[src/rtl/mem_port_arbiter.sv]
// ============================================================================
// Module   : mem_port_arbiter
// Purpose  : Shares one memory port between instruction fetch and the
//            load/store path. One outstanding transaction at a time, with
//            alignment/size screening and a per-access timeout.
// Revision : 1.0 - initial release
// ============================================================================
`default_nettype none

module mem_port_arbiter #(
  parameter int ADDR_W          = 32,
  parameter int DATA_W          = 32,
  parameter int TIMEOUT         = 255,
  parameter int MAX_DATA_STREAK = 4
) (
  input  logic              clock,
  input  logic              reset,
  // instruction fetch port
  input  logic              if_req_valid,
  input  logic [ADDR_W-1:0] if_req_addr,
  output logic              if_req_ready,
  output logic              if_resp_valid,
  output logic [DATA_W-1:0] if_resp_data,
  output logic              if_resp_err,
  // load/store port
  input  logic              d_req_valid,
  input  logic [ADDR_W-1:0] d_req_addr,
  input  logic              d_req_r_w,
  input  logic [1:0]        d_req_size,
  input  logic [DATA_W-1:0] d_req_wdata,
  output logic              d_req_ready,
  output logic              d_resp_valid,
  output logic [DATA_W-1:0] d_resp_rdata,
  output logic              d_resp_err,
  // unified memory port
  output logic              mem_req_valid,
  output logic [ADDR_W-1:0] mem_req_addr,
  output logic              mem_req_r_w,
  output logic [1:0]        mem_req_size,
  output logic [DATA_W-1:0] mem_req_wdata,
  input  logic              mem_req_ready,
  input  logic              mem_resp_valid,
  input  logic [DATA_W-1:0] mem_resp_rdata,
  output logic              busy
);

  localparam int TW = (TIMEOUT > 0) ? $clog2(TIMEOUT + 1) : 1;
  localparam int SW = (MAX_DATA_STREAK > 0) ? $clog2(MAX_DATA_STREAK + 1) : 1;
  localparam logic [TW-1:0] TMO_VAL    = TW'(TIMEOUT);
  localparam logic [SW-1:0] STREAK_MAX = SW'(MAX_DATA_STREAK);

  typedef enum logic [1:0] {
    S_IDLE  = 2'd0,
    S_ISSUE = 2'd1,
    S_WAIT  = 2'd2,
    S_RESP  = 2'd3
  } state_t;

  state_t            state_q, state_d;
  logic              owner_q, owner_d;   // 1 = data port owns the transaction
  logic [ADDR_W-1:0] addr_q, addr_d;
  logic              rw_q, rw_d;
  logic [1:0]        size_q, size_d;
  logic [DATA_W-1:0] wdata_q, wdata_d;
  logic [DATA_W-1:0] rdata_q, rdata_d;
  logic              err_q, err_d;
  logic [SW-1:0]     streak_q, streak_d;
  logic [TW-1:0]     tcnt_q, tcnt_d;

  logic              grant_d, grant_f;
  logic [ADDR_W-1:0] acc_addr;
  logic [1:0]        acc_size;
  logic              acc_illegal;
  logic              timeout_hit;

  // Arbitration and screening of the request that would be accepted now
  always_comb begin
    grant_d     = d_req_valid && !(if_req_valid && (streak_q == STREAK_MAX));
    grant_f     = if_req_valid && !grant_d;
    acc_addr    = grant_d ? d_req_addr : if_req_addr;
    acc_size    = grant_d ? d_req_size : 2'b10;
    acc_illegal = (acc_size == 2'b11) ||
                  ((acc_size == 2'b01) && acc_addr[0]) ||
                  ((acc_size == 2'b10) && (acc_addr[1:0] != 2'b00));
    timeout_hit = (TIMEOUT != 0) && (tcnt_q == TMO_VAL);
  end

  // Next-state, transaction bookkeeping and request handshakes
  always_comb begin
    state_d      = state_q;
    owner_d      = owner_q;
    addr_d       = addr_q;
    rw_d         = rw_q;
    size_d       = size_q;
    wdata_d      = wdata_q;
    rdata_d      = rdata_q;
    err_d        = err_q;
    streak_d     = streak_q;
    tcnt_d       = tcnt_q;
    if_req_ready = 1'b0;
    d_req_ready  = 1'b0;
    case (state_q)
      S_IDLE: begin
        // ready is masked by reset so nothing looks accepted while held in reset
        if_req_ready = reset && grant_f;
        d_req_ready  = reset && grant_d;
        if (grant_f || grant_d) begin
          owner_d = grant_d;
          addr_d  = acc_addr;
          rw_d    = grant_d ? d_req_r_w : 1'b1;
          size_d  = acc_size;
          wdata_d = (grant_d && !d_req_r_w) ? d_req_wdata : '0;
          rdata_d = '0;
          err_d   = acc_illegal;
          tcnt_d  = '0;
          state_d = acc_illegal ? S_RESP : S_ISSUE;
          if (grant_f || !if_req_valid) begin
            streak_d = '0;
          end else if (streak_q != STREAK_MAX) begin
            streak_d = streak_q + SW'(1);
          end
        end
      end
      S_ISSUE: begin
        // counter parks at the limit so a late handshake still times out in WAIT
        if (tcnt_q != TMO_VAL) tcnt_d = tcnt_q + TW'(1);
        if (mem_req_ready) begin
          state_d = S_WAIT;
        end else if (timeout_hit) begin
          rdata_d = '0;
          err_d   = 1'b1;
          state_d = S_RESP;
        end
      end
      S_WAIT: begin
        if (tcnt_q != TMO_VAL) tcnt_d = tcnt_q + TW'(1);
        if (mem_resp_valid) begin
          rdata_d = rw_q ? mem_resp_rdata : '0;
          err_d   = 1'b0;
          state_d = S_RESP;
        end else if (timeout_hit) begin
          rdata_d = '0;
          err_d   = 1'b1;
          state_d = S_RESP;
        end
      end
      S_RESP: begin
        state_d = S_IDLE;
      end
      default: begin
        state_d = S_IDLE;
      end
    endcase
  end

  // State and transaction registers; reset abandons any transaction in flight
  always_ff @(posedge clock or negedge reset) begin
    if (!reset) begin
      state_q  <= S_IDLE;
      owner_q  <= 1'b0;
      addr_q   <= '0;
      rw_q     <= 1'b0;
      size_q   <= 2'b00;
      wdata_q  <= '0;
      rdata_q  <= '0;
      err_q    <= 1'b0;
      streak_q <= '0;
      tcnt_q   <= '0;
    end else begin
      state_q  <= state_d;
      owner_q  <= owner_d;
      addr_q   <= addr_d;
      rw_q     <= rw_d;
      size_q   <= size_d;
      wdata_q  <= wdata_d;
      rdata_q  <= rdata_d;
      err_q    <= err_d;
      streak_q <= streak_d;
      tcnt_q   <= tcnt_d;
    end
  end

  // Response routing to the owner only; memory request straight from latched fields
  always_comb begin
    if_resp_valid = (state_q == S_RESP) && !owner_q;
    if_resp_data  = if_resp_valid ? rdata_q : '0;
    if_resp_err   = if_resp_valid && err_q;
    d_resp_valid  = (state_q == S_RESP) && owner_q;
    d_resp_rdata  = d_resp_valid ? rdata_q : '0;
    d_resp_err    = d_resp_valid && err_q;
    mem_req_valid = (state_q == S_ISSUE);
    mem_req_addr  = addr_q;
    mem_req_r_w   = rw_q;
    mem_req_size  = size_q;
    mem_req_wdata = wdata_q;
    busy          = (state_q != S_IDLE);
  end

endmodule

`default_nettype wire

[config.mk]
export PLATFORM = sky130hd
export DESIGN_NAME = mem_port_arbiter
export DESIGN_NICKNAME = d
export VERILOG_FILES = /design/src/rtl/mem_port_arbiter.sv
export SDC_FILE = /design/constraint.sdc
export NUM_CORES = 1
export LEC_CHECK = 0
export BUFFER_PORTS_ARGS = -buffer_cell sky130_fd_sc_hd__buf_2
export CAP_MARGIN = 30
export CORE_MARGIN = 8
export CORE_UTILIZATION = 40
export CTS_CLUSTER_SIZE = 24
export DETAILED_ROUTE_END_ITERATION = 8
export PLACE_DENSITY_LB_ADDON = 0.1
export SETUP_SLACK_MARGIN = 0.5
export SLEW_MARGIN = 25
export SYNTH_ARGS = -nofsm -noshare
export SYNTH_HDL_FRONTEND = slang
export SYNTH_SLANG_ARGS = --single-unit
[constraint.sdc]
create_clock -name clock -period 2.4 [get_ports clock]
set_input_delay 0.24 -clock clock [delete_from_list [all_inputs] [get_ports clock]]
set_output_delay 0.24 -clock clock [all_outputs]
set_load 0.01 [all_outputs]
==> results of run 1 <==
==> power by group <==
part           switching (mW)  leakage [nW]  internal [mW]
Sequential              0.508          1.49           2.69
Combinational            2.38          2.75           2.11
Clock                   0.848         0.288           1.78
==> worst register-to-register path, stage by stage, from the launching register on <==
cell,delay (ns)
dfrtp_2,0.43
inv_2,0.07
ha_4,0.17
nor3b_4,0.15
buf_4,0.15
a211oi_4,0.24
o21ai_4,0.17
clkbuf_16,0.21
a22o_1,0.23
==> synthesized netlist by cell type, types with 5 or more instances <==
cell type  number  area (um2)
clkbuf_1       14        52.6
nor2_1         20        75.1
o21ai_1        35         175
ha_1            8         100
and2_1         35         219
nand4_1         5        31.3
o21ai_0         5        25.0
mux2i_1        32         320
inv_1           5        18.8
buf_2          16        80.1
nand3_1         6        30.0
a21oi_1         6        30.0
nor3_1          6        30.0
nand2_1        45         169
dfrtp_1       114        2850
and3_1         35         219
a22o_1         64         561
==> per-stage QoR <==
stage,instances,total power [mW],cell area (um2),utilization
2_1_floorplan,496,5.31,5390,-
3_3_place_gp,921,6.54,6940,0.526
3_5_place_dp,921,6.65,6940,0.526
4_1_cts,965,9.57,7730,0.586
5_1_grt,988,10.9,8330,0.632
6_report,989,10.3,8340,0.632
==> cell type report <==
cell class              count  area [um2]
diodes                      4        10.0
clock buffers              22         464
flip-flops and latches    114        2860
well taps                 176         220
repair buffers            319        2130
multi-input cells         339        2480
fillers                  1047        4850
inverters                   6        22.5
clock inverters             9         155
==> cell usage in the layout (no fill, tap or decap), types with 2 or more instances in the layout <==
master,instances
clkbuf_8,2
buf_6,30
o21ai_4,2
buf_4,21
nand2_1,45
nor2_1,19
and2_4,24
dfrtp_2,2
a21oi_1,6
clkbuf_1,3
nor3_2,2
a22o_1,64
diode_2,4
mux2i_1,32
nand3_1,5
o32a_1,2
nor2b_1,2
a211o_1,2
and2_1,11
a41o_1,2
ha_4,3
buf_12,7
nor3_1,4
dfrtp_1,112
ha_1,3
buf_2,250
buf_8,2
a31oi_1,4
inv_2,5
ha_2,2
and3_1,34
clkbuf_16,25
clkinvlp_4,4
o21ai_1,34
bufinv_16,4
nand4_1,5
o21ai_0,4
o2111ai_1,2
==> final timing paths <==
| check | from | end | slack (ns) | depth (start not counted) |
|---|---|---|---|---|
| setup / recovery | state_q[0] | if_resp_data[25] | 0.41 | 6 |
| hold / removal | d_req_wdata[12] | mem_req_wdata[12] | 0.05 | 2 |
| setup reg to reg | state_q[0] | rdata_q[22] | 0.47 | 8 |
| hold reg to reg | mem_req_addr[26] | mem_req_addr[26] | 0.47 | 2 |
| max in group asynchronous | reset | mem_req_addr[23] | 1.33 | 3 |
| min in group asynchronous | reset | mem_req_size[0] | 0.26 | 2 |
==> flip-flops by register name, indices dropped and copies added, names as in the netlist <==
name,count
mem_req_addr,32
mem_req_wdata,32
rdata_q,32
tcnt_q,8
streak_q,3
mem_req_size,2
state_q,2
err_q,1
mem_req_r_w,1
owner_q,1
==> cell families after synthesis <==
group | after synthesis
and+or+nand+nor | 164
AOI/OAI and AO/OA | 135
DFF | 114
buffers and inverters | 43
muxes | 32
adders and majority gates | 8
==> per-layer routing <==
layer / share of wire / vias up / global-route usage / wire length, um
met4: 0.026 / 0 / 0.0913 / 503
met1: 0.38 / 2469 / 0.218 / 7410
met2: 0.50 / 256 / 0.332 / 9730
li1: - / 2423 / - / -
met3: 0.089 / 34 / 0.0915 / 1730
met5: 0 / - / 0 / 0
==> what timing repair did <==
item | CTS | global route
pin swaps | 1 | 31
cloned | 3 | 10
hold buffers | 1 | 0
resized for setup | 20 | 71
endpoints found under the hold margin | 14 | 0
buffers inserted | 9 | 10
endpoints found under the setup margin | 107 | 101
==> results.md, run 1 <==
- Largest family of logic cells by synthesized area: compound AO/OA/AOI/OAI gates
- Mux cell area share after synthesis: 0.0594
- Final setup viols: 0
- RSZ-0062 raised after global routing: true
- Cell variety after synth: 48
- Root buffer cell: clkbuf_16
- # nets final: 942
- Clk slew on worst S/H paths: 0.05 ns
- Syn_nets: 641
- F_max: 0.503 GHz
- Hold Violations, Final: 0
- Setup crit end kind: output port
- Grt ovf: 0
- DRC Markers: 0
- Fin Setup TNS: 0 ns
- Core Area: 13200 um2
- Post-Synthesis Cells: 496
- CTS tree: yes
- Synthesized area per cell: 10.9 um2
- Synth Area in Adders: 0.0186
- Die Wd: 132 um
- Worst-margin pin slew: 0.557 ns
- Worst Path Required: 2.16 ns
- Largest net degree at the start of global routing: 101
- Die height: 132 um
- Register area share after synthesis: 0.529
- Area Growth Syn to Fin: 54.6%
- Die ar.: 17500 um2
- H-tree depth: 4
- Mapped Area: 5390 um2
- Crit path time final: 1.99 ns
- Critical Path Max Stage Delay: 0.45 ns
- Final WL: 19400 um
- Vias per cell: 5.24
- Antenna violations before repair: 4
- # rows: 42
- Slowest-stage cell, CP: dfrtp_2
- Synth Area in Compound Gates: 0.190
- Worst setup SP type: flip-flop
- Critical path cell sequence: ha_4 > nor2b_4 > buf_12 > buf_8 > and2_1 > buf_2
- Hold Crit Class: input pin to flip-flop
- Clock Sinks: 114
- Ys async rst share: 1.00
- Tot GR Track Use: 0.201
- Antenna-violating nets left: 0
- Clock buffer count from CTS: 17
- Crit path max-delay family: flip-flops
- Post-synthesis register bit count: 114
- Post-synthesis xor/xnor area fraction: 0
- DRT iter0 DRCs: 288
- Initial core utilization: 0.409
- Status: completed
- Wire per inst: 19.6 um
- Tcrit/Tclk final: 0.829
- Most used DFF post-synth: dfrtp_1
- Skew-Pair Late Insertion Delay: 0.40 ns
- Worst setup path class: flip-flop to output port
- IO Port Bufs: 275
- Leakage power: 4.53 nW
- First-pass GRT wire length: 28000 um
- Final WS setup: 0.410 ns
- Layout cells sized above 1: 0.491
- Warnings, synthesis: 0
- Worst hold slack: 0.0476 ns
- Skew final: 0.00732 ns
- Drt first pass iters: 5
- Number of global-route vias before repair: 5298
- Synth Area in Simple Gates: 0.162
- Maxcap violations: 0
- CTS Buffer Depth: 2
- Worst-path maximum fanout: 5
- CP bufs+invs: 3
- Total number of vias: 5182
- Placement Setup Slack: 0.264 ns
- PwrDens: 1240 nW/um2
- Slew Viols, Final: 0
- I/O pins: 276
- Number of synthesized flops with an enable pin: 0
- Max VDD drop: 631 uV
- Worst endpoint data arrival time: 1.75 ns
- Rel. slew slack: 0.629
- Gp weighted congestion: 0.800
- DP HPWL: 12600 um
(Power assumes the default switching activity.)
==> inputs of run 2 (changes only) <==
- clock period: 2.4 -> 1.75 ns (I/O delays scaled with it)
==> results.md, run 2 (synthesis gave the netlist of run 1 again) <==
- Critical Path Max Stage Delay: 0.43 ns
- Final setup viols: 114
- DP HPWL: 12900 um
- Commonest non-fill, non-tap cell in the layout: buf_2
- Clock Sinks: 114
- Gp weighted congestion: 0.851
- Multi-input logic area: 2820 um2
- Worst Path Required: 1.57 ns
- Tcrit/Tclk final: 1.09
- CTS Buffer Depth: 2
- CTS tree: yes
- Largest net degree at the start of global routing: 59
- Root buffer cell: clkbuf_16
- H-tree depth: 4
- Worst setup path class: flip-flop to output port
- Most frequent cells in the layout: buf_2 (241), dfrtp_1 (112), a22o_1 (64)
- Leakage power: 5.21 nW
- Die ar.: 17500 um2
- Worst-path maximum fanout: 9
- Skew-Pair Late Insertion Delay: 0.41 ns
- First-pass GRT wire length: 34800 um
- Skew final: 0.0106 ns
- Die Wd: 132 um
- DRC Markers: 0
- I/O pins: 276
- Area Growth Syn to Fin: 85.2%
- Status: complete, but fails checks
- # rows: 42
- Wire per inst: 20.9 um
- Hold Violations, Final: 0
- F_max: 0.526 GHz
- DRT iter0 DRCs: 339
- Failing checks: negative setup slack
- Rel. slew slack: 0.498
- Worst hold slack: 0.0299 ns
- Antenna-violating nets left: 0
- Max VDD drop: 934 uV
- RSZ-0062 raised after global routing: true
- Total number of vias: 5779
- Grt ovf: 0
- Register area: 2860 um2
- Clk slew on worst S/H paths: 0.05 ns
- Clock buffer count from CTS: 17
- Antenna cell count: 0
- Number of global-route vias before repair: 6347
- Worst setup SP type: flip-flop
- IO Port Bufs: 275
- Slowest-stage cell, CP: dfrtp_2
- Setup crit end kind: output port
- Critical path cell sequence: buf_6 > ha_4 > buf_4 > clkbuf_16 > and3_1 > buf_2
- Antenna violations before repair: 1
- Worst endpoint data arrival time: 1.73 ns
- Final WL: 22900 um
- Hold Crit Class: input pin to flip-flop
- Core Area: 13200 um2
- Die height: 132 um
- # nets final: 1054
- Post-layout util: 0.757
- Vias per cell: 5.27
- Final-layout fill cell count: 858
- Initial core utilization: 0.409
- Final WS setup: -0.151 ns
- Layout cells sized above 1: 0.544
- PwrDens: 1610 nW/um2
- Slew Viols, Final: 0
- Worst-margin pin slew: 0.753 ns
- Maxcap violations: 0
- Crit path time final: 1.90 ns
- Drt first pass iters: 4
- Tot GR Track Use: 0.250
-- run 2: routing by layer --
metal  routed length [um]  track usage  share of wire
met5                   12            0        0.00052
met3                 1780       0.0884          0.078
met4                  510        0.101          0.022
met2                11700        0.429           0.51
met1                 8900        0.278           0.39
-- run 2: through the flow --
| stage | setup slack, ns | power (mW) | area (um2) | TNS, ns | cells |
|---|---|---|---|---|---|
| after floorplan | 0.0971 | 7.55 | 5590 | 0 | 496 |
| final | -0.151 | 16.1 | 9990 | -11.04 | 1097 |
| after CTS | -0.163 | 15.4 | 9730 | -9.72 | 1080 |
| after global routing | -0.203 | 16.9 | 9990 | -17.87 | 1097 |
| after detailed placement | -0.249 | 9.58 | 7240 | -7.55 | 938 |
| after global placement | -0.0958 | 9.41 | 7240 | -2.98 | 938 |
-- run 2: critical path, delay by kind of cell (launching register included) --
family | cells | cell delay [ns]
buffers and inverters | 4 | 0.57
DFF | 1 | 0.43
adders and majority gates | 1 | 0.16
and+or+nand+nor | 1 | 0.16
-- run 2: final timing paths --
| kind | start | endpoint | slack, ns | cells past startpoint |
|---|---|---|---|---|
| worst min-delay path | mem_resp_rdata[1] | rdata_q[1] | 0.03 | 2 |
| max in group asynchronous | reset | mem_req_addr[16] | 0.65 | 3 |
| worst max register to register | state_q[0] | rdata_q[13] | -0.11 | 8 |
| min in group asynchronous | reset | mem_req_wdata[22] | 0.58 | 3 |
| worst min register to register | mem_req_addr[14] | mem_req_addr[14] | 0.48 | 2 |
| worst max-delay path | state_q[0] | d_resp_rdata[3] | -0.15 | 6 |
-- run 2: area by class of cell --
cell class,count,share of cell area
repair buffers,428,0.349
flip-flops and latches,114,0.286
multi-input cells,342,0.282
clock buffers,22,0.0485
well taps,176,0.0220
clock inverters,9,0.0104
inverters,6,0.00251
-- run 2: repair_timing --
action	4_1_cts	5_1_grt
hold endpoints to repair	176	0
endpoints found under the setup margin	186	186
buffers inserted	29	13
gates resized for setup	118	30
pin swaps	66	17
hold buffers	63	0
cloned	19	4
-- run 2: power by group --
group	total [mW]	leakage (nW)	switching, mW	internal, mW
registers	4.41	1.49	0.725	3.69
clock network	3.43	0.288	1.20	2.23
logic	8.24	3.42	4.07	4.16
total	16.1	5.21	6.00	10.1
